**src/rtl/keypad_pkg.sv**
```systemverilog
// Shared types and helpers for the keypad matrix scanner.
package keypad_pkg;

  // Scanner FSM states.
  typedef enum logic [2:0] {
    SETTLE   = 3'd0,
    SCAN     = 3'd1,
    DEBOUNCE = 3'd2,
    EVENT    = 3'd3,
    HOLD     = 3'd4,
    RELDB    = 3'd5
  } state_t;

  // Index of the lowest set bit of vec (0 when vec is all zero).
  // Column vectors wider than 32 bits are not supported by this helper.
  function automatic logic [4:0] lsb_index(input logic [31:0] vec);
    logic [4:0] idx;
    logic       found;
    idx   = 5'd0;
    found = 1'b0;
    for (int i = 0; i < 32; i++) begin
      if (!found && vec[i]) begin
        idx   = 5'(i);
        found = 1'b1;
      end else begin
        found = found;
      end
    end
    return idx;
  endfunction

endpackage

```
**src/rtl/keypad_scanner_next_state.sv**
```systemverilog
// Combinational next-state logic of the keypad scanner FSM.
module keypad_scanner_next_state
  import keypad_pkg::*;
(
  input  state_t state,
  input  logic   press,
  input  logic   snapshot_match,
  input  logic   counter_done,
  output state_t next_state
);

  // Transition table; scan_en override is applied by the parent.
  always_comb begin
    next_state = state;
    case (state)
      SETTLE: begin
        if (counter_done) next_state = SCAN;
        else              next_state = SETTLE;
      end
      SCAN: begin
        if (press) next_state = DEBOUNCE;
        else       next_state = SETTLE;
      end
      DEBOUNCE: begin
        if (!counter_done)       next_state = DEBOUNCE;
        else if (snapshot_match) next_state = EVENT;
        else                     next_state = SCAN;
      end
      EVENT: begin
        next_state = HOLD;
      end
      HOLD: begin
        if (press) next_state = HOLD;
        else       next_state = RELDB;
      end
      RELDB: begin
        if (press)             next_state = HOLD;
        else if (counter_done) next_state = SETTLE;
        else                   next_state = RELDB;
      end
      default: begin
        next_state = SETTLE;
      end
    endcase
  end

endmodule

```
**src/rtl/keypad_matrix_scanner.sv**
```systemverilog
// Keypad matrix scanner: one-hot row drive, 2-FF column synchroniser,
// press/release debounce and single-cycle key events.
// Optional auto-repeat enabled by defining KEYPAD_SCANNER_REPEAT_EN.
module keypad_matrix_scanner
  import keypad_pkg::*;
#(
  parameter int NROWS        = 4,
  parameter int NCOLS        = 4,
  parameter int SETTLE_CYC   = 3,
  parameter int DEBOUNCE_CYC = 10,
  parameter int REPEAT_DELAY = 40,
  parameter int REPEAT_RATE  = 20
) (
  input  logic                                     clk,
  input  logic                                     reset,
  input  logic                                     scan_en,
  input  logic [NCOLS-1:0]                         cols,
  output logic [NROWS-1:0]                         rows,
  output logic                                     key_valid,
  output logic [$clog2(NROWS)+$clog2(NCOLS)-1:0]   key_code,
  output logic                                     key_multi,
  output logic                                     key_held
);

  localparam int RW       = $clog2(NROWS);
  localparam int CW       = $clog2(NCOLS);
  localparam int MAX_BASE = (SETTLE_CYC > DEBOUNCE_CYC) ? SETTLE_CYC : DEBOUNCE_CYC;
  localparam int MAX_REP  = (REPEAT_DELAY > REPEAT_RATE) ? REPEAT_DELAY : REPEAT_RATE;
  localparam int MAX_T    = (MAX_BASE > MAX_REP) ? MAX_BASE : MAX_REP;
  localparam int CNT_W    = $clog2(MAX_T) + 1;

  state_t             state_r;
  state_t             fsm_next_s;
  state_t             next_state_s;
  logic [CNT_W-1:0]   counter_r;
  logic [RW-1:0]      row_idx_r;
  logic [RW-1:0]      row_idx_next_s;
  logic [NCOLS-1:0]   cols_meta_r;
  logic [NCOLS-1:0]   cols_s_r;
  logic [NCOLS-1:0]   snapshot_r;
  logic [NROWS-1:0]   rows_r;
  logic               key_valid_r;
  logic [RW+CW-1:0]   key_code_r;
  logic               key_multi_r;
  logic               key_held_r;
  logic               press_s;
  logic               snapshot_match_s;
  logic               counter_done_s;
  logic               row_advance_s;
  logic               rep_fire_s;
`ifdef KEYPAD_SCANNER_REPEAT_EN
  logic [CNT_W-1:0]   rep_target_r;
`endif

  // Two-stage synchroniser for the asynchronous column inputs.
  always_ff @(posedge clk) begin
    if (reset) begin
      cols_meta_r <= {NCOLS{1'b0}};
      cols_s_r    <= {NCOLS{1'b0}};
    end else begin
      cols_meta_r <= cols;
      cols_s_r    <= cols_meta_r;
    end
  end

  // Status flags feeding the FSM.
  always_comb begin
    press_s          = |cols_s_r;
    snapshot_match_s = (cols_s_r == snapshot_r) && (snapshot_r != {NCOLS{1'b0}});
    counter_done_s   = 1'b0;
    case (state_r)
      SETTLE:          counter_done_s = (counter_r == CNT_W'(SETTLE_CYC - 1));
      DEBOUNCE, RELDB: counter_done_s = (counter_r == CNT_W'(DEBOUNCE_CYC - 1));
      default:         counter_done_s = 1'b0;
    endcase
  end

  keypad_scanner_next_state u_next_state (
    .state          (state_r),
    .press          (press_s),
    .snapshot_match (snapshot_match_s),
    .counter_done   (counter_done_s),
    .next_state     (fsm_next_s)
  );

  // scan_en override, row advance and auto-repeat trigger.
  always_comb begin
    if (scan_en) next_state_s = fsm_next_s;
    else         next_state_s = SETTLE;
    row_advance_s = scan_en && (((state_r == SCAN) && !press_s) ||
                                ((state_r == RELDB) && (fsm_next_s == SETTLE)));
    row_idx_next_s = row_idx_r;
    if (!row_advance_s)                      row_idx_next_s = row_idx_r;
    else if (row_idx_r == RW'(NROWS - 1))    row_idx_next_s = {RW{1'b0}};
    else                                     row_idx_next_s = row_idx_r + RW'(1);
`ifdef KEYPAD_SCANNER_REPEAT_EN
    rep_fire_s = scan_en && (state_r == HOLD) && press_s && (counter_r == rep_target_r);
`else
    rep_fire_s = 1'b0;
`endif
  end

  // FSM state register and shared counter (cleared on every state change).
  always_ff @(posedge clk) begin
    if (reset) begin
      state_r   <= SETTLE;
      counter_r <= {CNT_W{1'b0}};
    end else begin
      state_r <= next_state_s;
      if ((next_state_s != state_r) || !scan_en || rep_fire_s) begin
        counter_r <= {CNT_W{1'b0}};
      end else if (state_r == HOLD) begin
`ifdef KEYPAD_SCANNER_REPEAT_EN
        counter_r <= counter_r + CNT_W'(1);
`else
        counter_r <= {CNT_W{1'b0}};
`endif
      end else begin
        counter_r <= counter_r + CNT_W'(1);
      end
    end
  end

`ifdef KEYPAD_SCANNER_REPEAT_EN
  // Repeat interval: first repeat REPEAT_DELAY after the event (the event
  // cycle and the compare-to-pulse register stage account for the -2),
  // subsequent repeats and re-entry from RELDB use REPEAT_RATE.
  always_ff @(posedge clk) begin
    if (reset) begin
      rep_target_r <= {CNT_W{1'b0}};
    end else if (next_state_s == EVENT) begin
      rep_target_r <= CNT_W'(REPEAT_DELAY - 2);
    end else if (rep_fire_s || ((state_r == RELDB) && (next_state_s == HOLD))) begin
      rep_target_r <= CNT_W'(REPEAT_RATE - 1);
    end else begin
      rep_target_r <= rep_target_r;
    end
  end
`endif

  // Row index, column snapshot and registered row drive.
  always_ff @(posedge clk) begin
    if (reset) begin
      row_idx_r  <= {RW{1'b0}};
      snapshot_r <= {NCOLS{1'b0}};
      rows_r     <= {{(NROWS-1){1'b0}}, 1'b1};
    end else begin
      row_idx_r <= row_idx_next_s;
      if (scan_en && (state_r == SCAN) && press_s) snapshot_r <= cols_s_r;
      else                                         snapshot_r <= snapshot_r;
      if (scan_en) rows_r <= {{(NROWS-1){1'b0}}, 1'b1} << row_idx_next_s;
      else         rows_r <= {NROWS{1'b0}};
    end
  end

  // Key event outputs; key_held is also dropped when scanning is disabled
  // because the FSM abandons the held key.
  always_ff @(posedge clk) begin
    if (reset) begin
      key_valid_r <= 1'b0;
      key_code_r  <= {(RW+CW){1'b0}};
      key_multi_r <= 1'b0;
      key_held_r  <= 1'b0;
    end else begin
      key_valid_r <= (next_state_s == EVENT) || rep_fire_s;
      if (next_state_s == EVENT) begin
        key_code_r  <= {row_idx_r, CW'(lsb_index(32'(snapshot_r)))};
        key_multi_r <= ($countones(snapshot_r) > 32'sd1);
      end else begin
        key_code_r  <= key_code_r;
        key_multi_r <= key_multi_r;
      end
      if (!scan_en)                                           key_held_r <= 1'b0;
      else if (next_state_s == EVENT)                         key_held_r <= 1'b1;
      else if ((state_r == RELDB) && (next_state_s == SETTLE)) key_held_r <= 1'b0;
      else                                                    key_held_r <= key_held_r;
    end
  end

  assign rows      = rows_r;
  assign key_valid = key_valid_r;
  assign key_code  = key_code_r;
  assign key_multi = key_multi_r;
  assign key_held  = key_held_r;

endmodule

```
**config.mk**
```make
export PLATFORM = sky130hd
export DESIGN_NAME = keypad_matrix_scanner
export DESIGN_NICKNAME = d
export VERILOG_FILES = /design/src/rtl/keypad_pkg.sv /design/src/rtl/keypad_scanner_next_state.sv /design/src/rtl/keypad_matrix_scanner.sv
export SDC_FILE = /design/constraint.sdc
export NUM_CORES = 1
export LEC_CHECK = 0
export ABC_AREA = 1
export ABC_CLOCK_PERIOD_IN_PS = 1750
export CORE_MARGIN = 3
export CORE_UTILIZATION = 55
export DETAILED_ROUTE_END_ITERATION = 7
export PLACE_DENSITY = 0.78
export SYNTH_ARGS = -nofsm -noshare
export SYNTH_HDL_FRONTEND = slang
export SYNTH_SLANG_ARGS = --single-unit
```
**constraint.sdc**
```tcl
create_clock -name clk -period 1.75 [get_ports clk]
set_input_delay 0.2625 -clock clk [delete_from_list [all_inputs] [get_ports clk]]
set_output_delay 0.2625 -clock clk [all_outputs]
set_load 0.1 [all_outputs]
```
Word-level counts from Yosys, hierarchy flattened
Index checks and enable logic that the tools add are counted.

Flip-flop bits (word level): 35. Bits of input ports: 7. Output and inout bits: 11. Logic and storage cells: 84.

Add/subtract/negate cells: 5. $lt $le $gt $ge: 1. Equality and inequality tests: 11. Shift-type cells: 1. Muxes and demuxes: 27. Bitwise operators: 1. Reductions and logical operators: 26.

Operators with widths (count): one-hot mux 3 bit (6 select lines) (1); two-way mux 1 bit (15); two-way mux 2 bit (6); two-way mux 3 bit (4); logical AND 1 bit (10); equality test 3 x 2 -> 1 bit, second input constant (3); logical NOT 3 bit (3); adder 7 x 1 -> 7 bit, second input constant (1); equality test 7 x 2 -> 1 bit, second input constant (1); equality test 7 x 4 -> 1 bit, second input constant (1); equality test 3 bit, second input constant (2); logical NOT 1 bit (5); adder 1 x 1 -> 2 bit (2); equality test 4 bit (1); nonzero test 4 bit (1); OR reduction 2 bit (2); OR reduction 4 bit (1); left shift 1 x 2 -> 4 bit, first input constant (1); adder 2 x 2 -> 3 bit (1); equality test 3 x 1 -> 1 bit, second input constant (1); > comparator 3 x 1 -> 1 bit, second input constant (1); inequality test 3 bit (1); OR reduction 3 bit (1); adder 2 x 1 -> 2 bit, second input constant (1); other kinds (5) (6).

Longest topological paths before layout
Word-level depth: 23. Gate-level depth with buffers: 14. Mapped depth without buffers: 14.

By module
From an unflattened synthesis, not the netlist that was laid out.

Cell total of the unflattened synthesis: 213. Area, all modules: 1665.3 um2.

By module, submodules not included: keypad_matrix_scanner (times used 1, cells an instance 193, area each 1572.8 um2, seq. area each 700.7 um2); keypad_scanner_next_state (times used 1, cells an instance 20, area each 92.6 um2, seq. area each 0.0 um2).

Worst setup path before layout
OpenSTA, ideal clock, no wires.

Path kind: register to register. From: reg state_r[0]. To: reg rows_r[0], in the netlist rows[0]. Setup time: 124 ps. Arrival: 1336 ps. Required time: 1626 ps. Setup slack: 291 ps. Stages on the path, launching flop included: 13. Buffers on the path: 0. Period minus slack after synthesis: 1459 ps. Path through: dfxtp_1 > nor2_2 > nand3_2 > a21oi_4 > nand2_2 > nand2_4 > nand3_4 > nand2_2 > nand2_1 > nand2_1 > nand2_1 > nand3_1 > nand2_1.

Longest elaborated chain between the ends: 13. Elaborated cells on any way between the ends: 21. Classes of those cells: 5 x eq/ne; 1 x shift; 8 x mux; 7 x reduce/logical.

Ends and longest elaborated chain: start: declaration (RTL line keypad_matrix_scanner.sv:32) `state_t state_r;`; start signal: assignment (RTL line keypad_matrix_scanner.sv:109) `state_r <= next_state_s;`; equality test 3 bit or equality test 3 x 2 -> 1 bit (tied branches) (RTL line keypad_scanner_next_state.sv:15, keypad_matrix_scanner.sv:71, keypad_matrix_scanner.sv:91); OR reduction 2 bit (RTL line keypad_matrix_scanner.sv:71) `case (state_r)`; one-hot mux 1 bit (2 select lines) (RTL line keypad_matrix_scanner.sv:71); two-way mux 3 bit (RTL line keypad_scanner_next_state.sv:38) `else if (counter_done) next_state = SETTLE;`; two-way mux 3 bit (RTL line keypad_scanner_next_state.sv:37) `if (press) next_state = HOLD;`; one-hot mux 3 bit (6 select lines) (RTL line keypad_scanner_next_state.sv:15) `case (state)`; logical NOT 3 bit (RTL line keypad_matrix_scanner.sv:91) `((state_r == RELDB) && (fsm_next_s == SETTLE)));`; logical AND 1 bit (RTL line keypad_matrix_scanner.sv:91); logical OR 1 bit * (RTL line keypad_matrix_scanner.sv:90) `row_advance_s = scan_en && (((state_r == SCAN) && !press_s) ||`; logical AND 1 bit * (RTL line keypad_matrix_scanner.sv:90); two-way mux 2 bit * (RTL line keypad_matrix_scanner.sv:93) `if (!row_advance_s) row_idx_next_s = row_idx_r;`; left shift 1 x 2 -> 4 bit * (RTL line keypad_matrix_scanner.sv:151) `if (scan_en) rows_r <= {{(NROWS-1){1'b0}}, 1'b1} << row_idx_next_s;`; two-way mux 1 bit * (RTL line keypad_matrix_scanner.sv:151); end signal: assignment (RTL line keypad_matrix_scanner.sv:146) `rows_r <= {{(NROWS-1){1'b0}}, 1'b1};`; end signal: assignment (RTL line keypad_matrix_scanner.sv:151); end signal: assignment (RTL line keypad_matrix_scanner.sv:152) `else rows_r <= {NROWS{1'b0}};`; end: declaration (RTL line keypad_matrix_scanner.sv:41) `logic [NROWS-1:0] rows_r;`.

Mark *: on every way between the ends. The rest lies on a longest branch, timed or not. A chain may end at the register's enable or synchronous reset.

Worst setup path after layout
From: reg state_r[0]. To: reg counter_r[2].

Longest elaborated chain between the ends: 10. Elaborated cells on any way between the ends: 17. Classes of those cells: 6 x eq/ne; 7 x mux; 4 x reduce/logical.

Ends and longest elaborated chain: equality test 3 bit or equality test 3 x 2 -> 1 bit (tied branches) (RTL line keypad_scanner_next_state.sv:15, keypad_matrix_scanner.sv:71); OR reduction 2 bit (RTL line keypad_matrix_scanner.sv:71); one-hot mux 1 bit (2 select lines) (RTL line keypad_matrix_scanner.sv:71); two-way mux 3 bit (RTL line keypad_scanner_next_state.sv:38); two-way mux 3 bit (RTL line keypad_scanner_next_state.sv:37); one-hot mux 3 bit (6 select lines) (RTL line keypad_scanner_next_state.sv:15); two-way mux 3 bit (RTL line keypad_matrix_scanner.sv:88) `if (scan_en) next_state_s = fsm_next_s;`; inequality test 3 bit (RTL line keypad_matrix_scanner.sv:110) `if ((next_state_s != state_r) || !scan_en || rep_fire_s) begin`; logical OR 1 bit (RTL line keypad_matrix_scanner.sv:110); OR reduction 3 bit (no source line) *; end signal: assignment (RTL line keypad_matrix_scanner.sv:107) `counter_r <= {CNT_W{1'b0}};`; end signal: assignment (RTL line keypad_matrix_scanner.sv:111) `counter_r <= {CNT_W{1'b0}};`; end signal: assignment (RTL line keypad_matrix_scanner.sv:116) `counter_r <= {CNT_W{1'b0}};`; end: declaration (RTL line keypad_matrix_scanner.sv:35) `logic [CNT_W-1:0] counter_r;`.

Marked as above.

==> flow_metrics.tcl <==
set metrics [dict create \
    crit_family "simple AND/OR/NAND/NOR gates" \
    tightestPinTransition_ns 0.3370 \
    cap_violations 0 \
    path_class "register to register" \
    p_int_mw 1.005 \
    min-delay-path-class "register to register" \
    initial_utilization 0.5982 \
    arrival_ns 1.87 \
    required_ns 2.03 \
    row_count 19 \
    cts_hold_buffers 0 \
    num_vias 1374 \
    cp_slowest_cell "dfxtp_2" \
    die_w_um 61.71 \
    r2r_end "counter_r[2]" \
    antenna_left 0 \
    drc_errors 0 \
    stdcell_count 280 \
    netlist.top_cell.by_area "dfxtp_1" \
    synth_top_cell_area_share 0.4106 \
    dpl-instance-area_mm2 0.001939 \
    crit_chain "nand3_1 > nand2_1 > nand2_1 > nand2_2 > nand2_2 > nand2_4 > nand2_2 > nand2_2 > nand2_2 > nand3_2 > nand2_4 > nor3_4" \
    status "complete, no violations" \
    place_ws_ns 0.1431 \
    io_buffers 17 \
    fin_crit_ns 1.593 \
    holdWs_ns 0.4068 \
    synth_cells 220 \
    grt_pass1_wl_mm 5.106 \
    grt_pass1_vias 1242 \
    hold_depth 2 \
    root_buffer "clkbuf_4" \
    hold_end "cols_s_r[1]" \
    yosysSeqAreaShare 0.4106 \
    vdd_drop_max_mv 0.5090 \
    coreArea_mm2 0.002853 \
    worstSkewPairLatency_ns 0.34 \
    p_per_area_mw_per_mm2 655.8 \
    fmax_mhz 627.8 \
    synth.avg_cell_area_um2 7.757 \
    cts.clk_slew.worst_paths_ns 0.10 \
    cts_buffer_depth 2 \
    fin_crit_sh 0.9102 \
    htreeDepth 2 \
    dp.cells 271 \
    synthFlopType "dfxtp_1" \
    syn_nets 233 \
    synth_area_leaders "dfxtp_1 (41%), inv_1 (8.8%), nand2_1 (8.1%), nor2_1 (5.5%), nand3_1 (4.4%)" \
    synth-edff-count 0 \
    cts_tree "built" \
    gp_congestion 0.8780 \
    setup_viol_count_final 0 \
    n_antenna_cell 0 \
    drt_iter0_markers 58 \
    power_leakage_nw 0.9364 \
    wirelength_mm 3.031 \
    synth-async-reset-ratio 0 \
    crit_buf_inv 0 \
    synth_warnings 0 \
    rrSetupSlack_ns 0.16 \
    power.switching_mw 0.3262 \
    synth.distinct_cells 28 \
    io_pins 18 \
    design_power_total_mw 1.331 \
    stdcell_area_mm2 0.002029 \
    worstSetupPathDepth 12 \
    die_h_um 61.71 \
    wl_per_cell_um 10.83 \
    p_sw_frac 0.2451 \
    grt_max_degree 14 \
    worstHoldStart "cols_meta_r[1]" \
    hpwl_mm 2.180 \
    ys_seq_elements 35 \
    grtUsageTotal 0.1847 \
    drv_slew 0 \
    synth.top_cells.by_count "inv_1 (40), nand2_1 (37), dfxtp_1 (35)" \
    path_common_cell "nand2_2" \
    rr_startpoint "state_r[0]" \
    die-area_mm2 0.003808 \
    cp-start-kind "register" \
    hold_viol 0 \
    critPathMaxFanout 7 \
    critPathMaxStageDelay_ns 0.44 \
    cts_buffers 5 \
    fin_skew_ns 0.001951 \
    drive_gt1_frac 0.2329 \
    syn_to_final_growth_pct 18.92 \
    grt_overflow 0 \
    combPwrFrac 0.080 \
    cts_sinks 35 \
    nets 261 \
    sequentialPowerShare 0.614 \
    rr_worst_depth 12 \
    fin_ws_ns 0.1571 \
    critPathCaptureType "register" \
    pwr-share-clk 0.306 \
    synth_area_mm2 0.001707 \
    drtPass1Iterations 4 \
    yosysMostFrequentCell "inv_1" \
    vias_per_cell 4.907 \
    antenna_found_initial 0 \
    relSlewSlack 0.7736 \
]
state kept, by name (all words and copies together), names as in the netlist:
signal	cells
counter_r	7
rows	4
key_multi	1
key_valid	1
row_idx_r	2
cols_meta_r	4
key_held	1
key_code	4
cols_s_r	4
state_r	3
snapshot_r	4
cell usage in the layout (no fill, tap or decap), types with 3 or more instances in the layout:
master	n
nand2_4	3
nor3_2	6
nand3_1	14
ha_1	5
dfxtp_1	32
nand4_1	3
clkdlybuf4s50_1	6
nand2_1	37
buf_4	16
nand3_2	3
o21ai_0	5
xor2_1	4
inv_1	40
a21oi_1	11
nand2_2	9
clkbuf_4	5
nor2_1	23
power groups by stage:
stage | logic [mW] | clock network (mW) | registers, mW
after global routing | 0.119 | 0.461 | 0.819
after floorplan | 0.0604 | 0 | 0.846
final | 0.107 | 0.407 | 0.817
after global placement | 0.103 | 0 | 0.836
after detailed placement | 0.106 | 0 | 0.837
after CTS | 0.106 | 0.418 | 0.818
layer usage:
metal | global-route usage | wire length (µm)
met1 | 0.2252 | 1393
met2 | 0.2975 | 1454
met3 | 0.05165 | 131
met4 | 0.09394 | 51
met5 | 0 | 0
cell families after synthesis:
group,after synthesis,share of synthesized area
XOR/XNOR,6,0.03079
buffers and inverters,44,0.1012
AND/OR/NAND/NOR,108,0.3350
AO/OA/AOI/OAI,21,0.07405
flip-flops,35,0.4106
adder cells (fa/ha/maj),6,0.04839
stage by stage:
stage,setup TNS (ns),utilization
6_report,0,0.7114
5_1_grt,-0.001663,0.7114
4_1_cts,0,0.6974
3_5_place_dp,0,0.6798
3_3_place_gp,0,0.6798
2_1_floorplan,0,-
worst reg2reg max path, delay by kind of cell, from the launching register on:
kind,cells,cell delay [ns]
flops,1,0.44
simple gates,12,1.09
final cells by class:
cell class              count  area (µm²)
inverters                  41       153.9
fillers                   245       823.3
clock buffers               7       45.04
multi-input cells         141       859.6
clock inverters             1       5.005
repair buffers             24       220.2
flip-flops and latches     35       706.9
well taps                  31       38.79
repair_timing:
action                     4_1_cts  5_1_grt
gates resized for setup          0       10
setup endpoints to repair        0       16
buffers inserted                 0        1
worst max-delay path by stage:
stage	end	slack, ns	from
floorplan	rows[0]	0.29	state_r[0]
global placement	rows[0]	0.14	state_r[0]
detailed placement	rows[0]	0.14	state_r[0]
CTS	rows[0]	0.12	state_r[0]
global route	counter_r[2]	-0.002	state_r[0]
finish	counter_r[2]	0.16	state_r[0]
(Power assumes the default switching activity.)
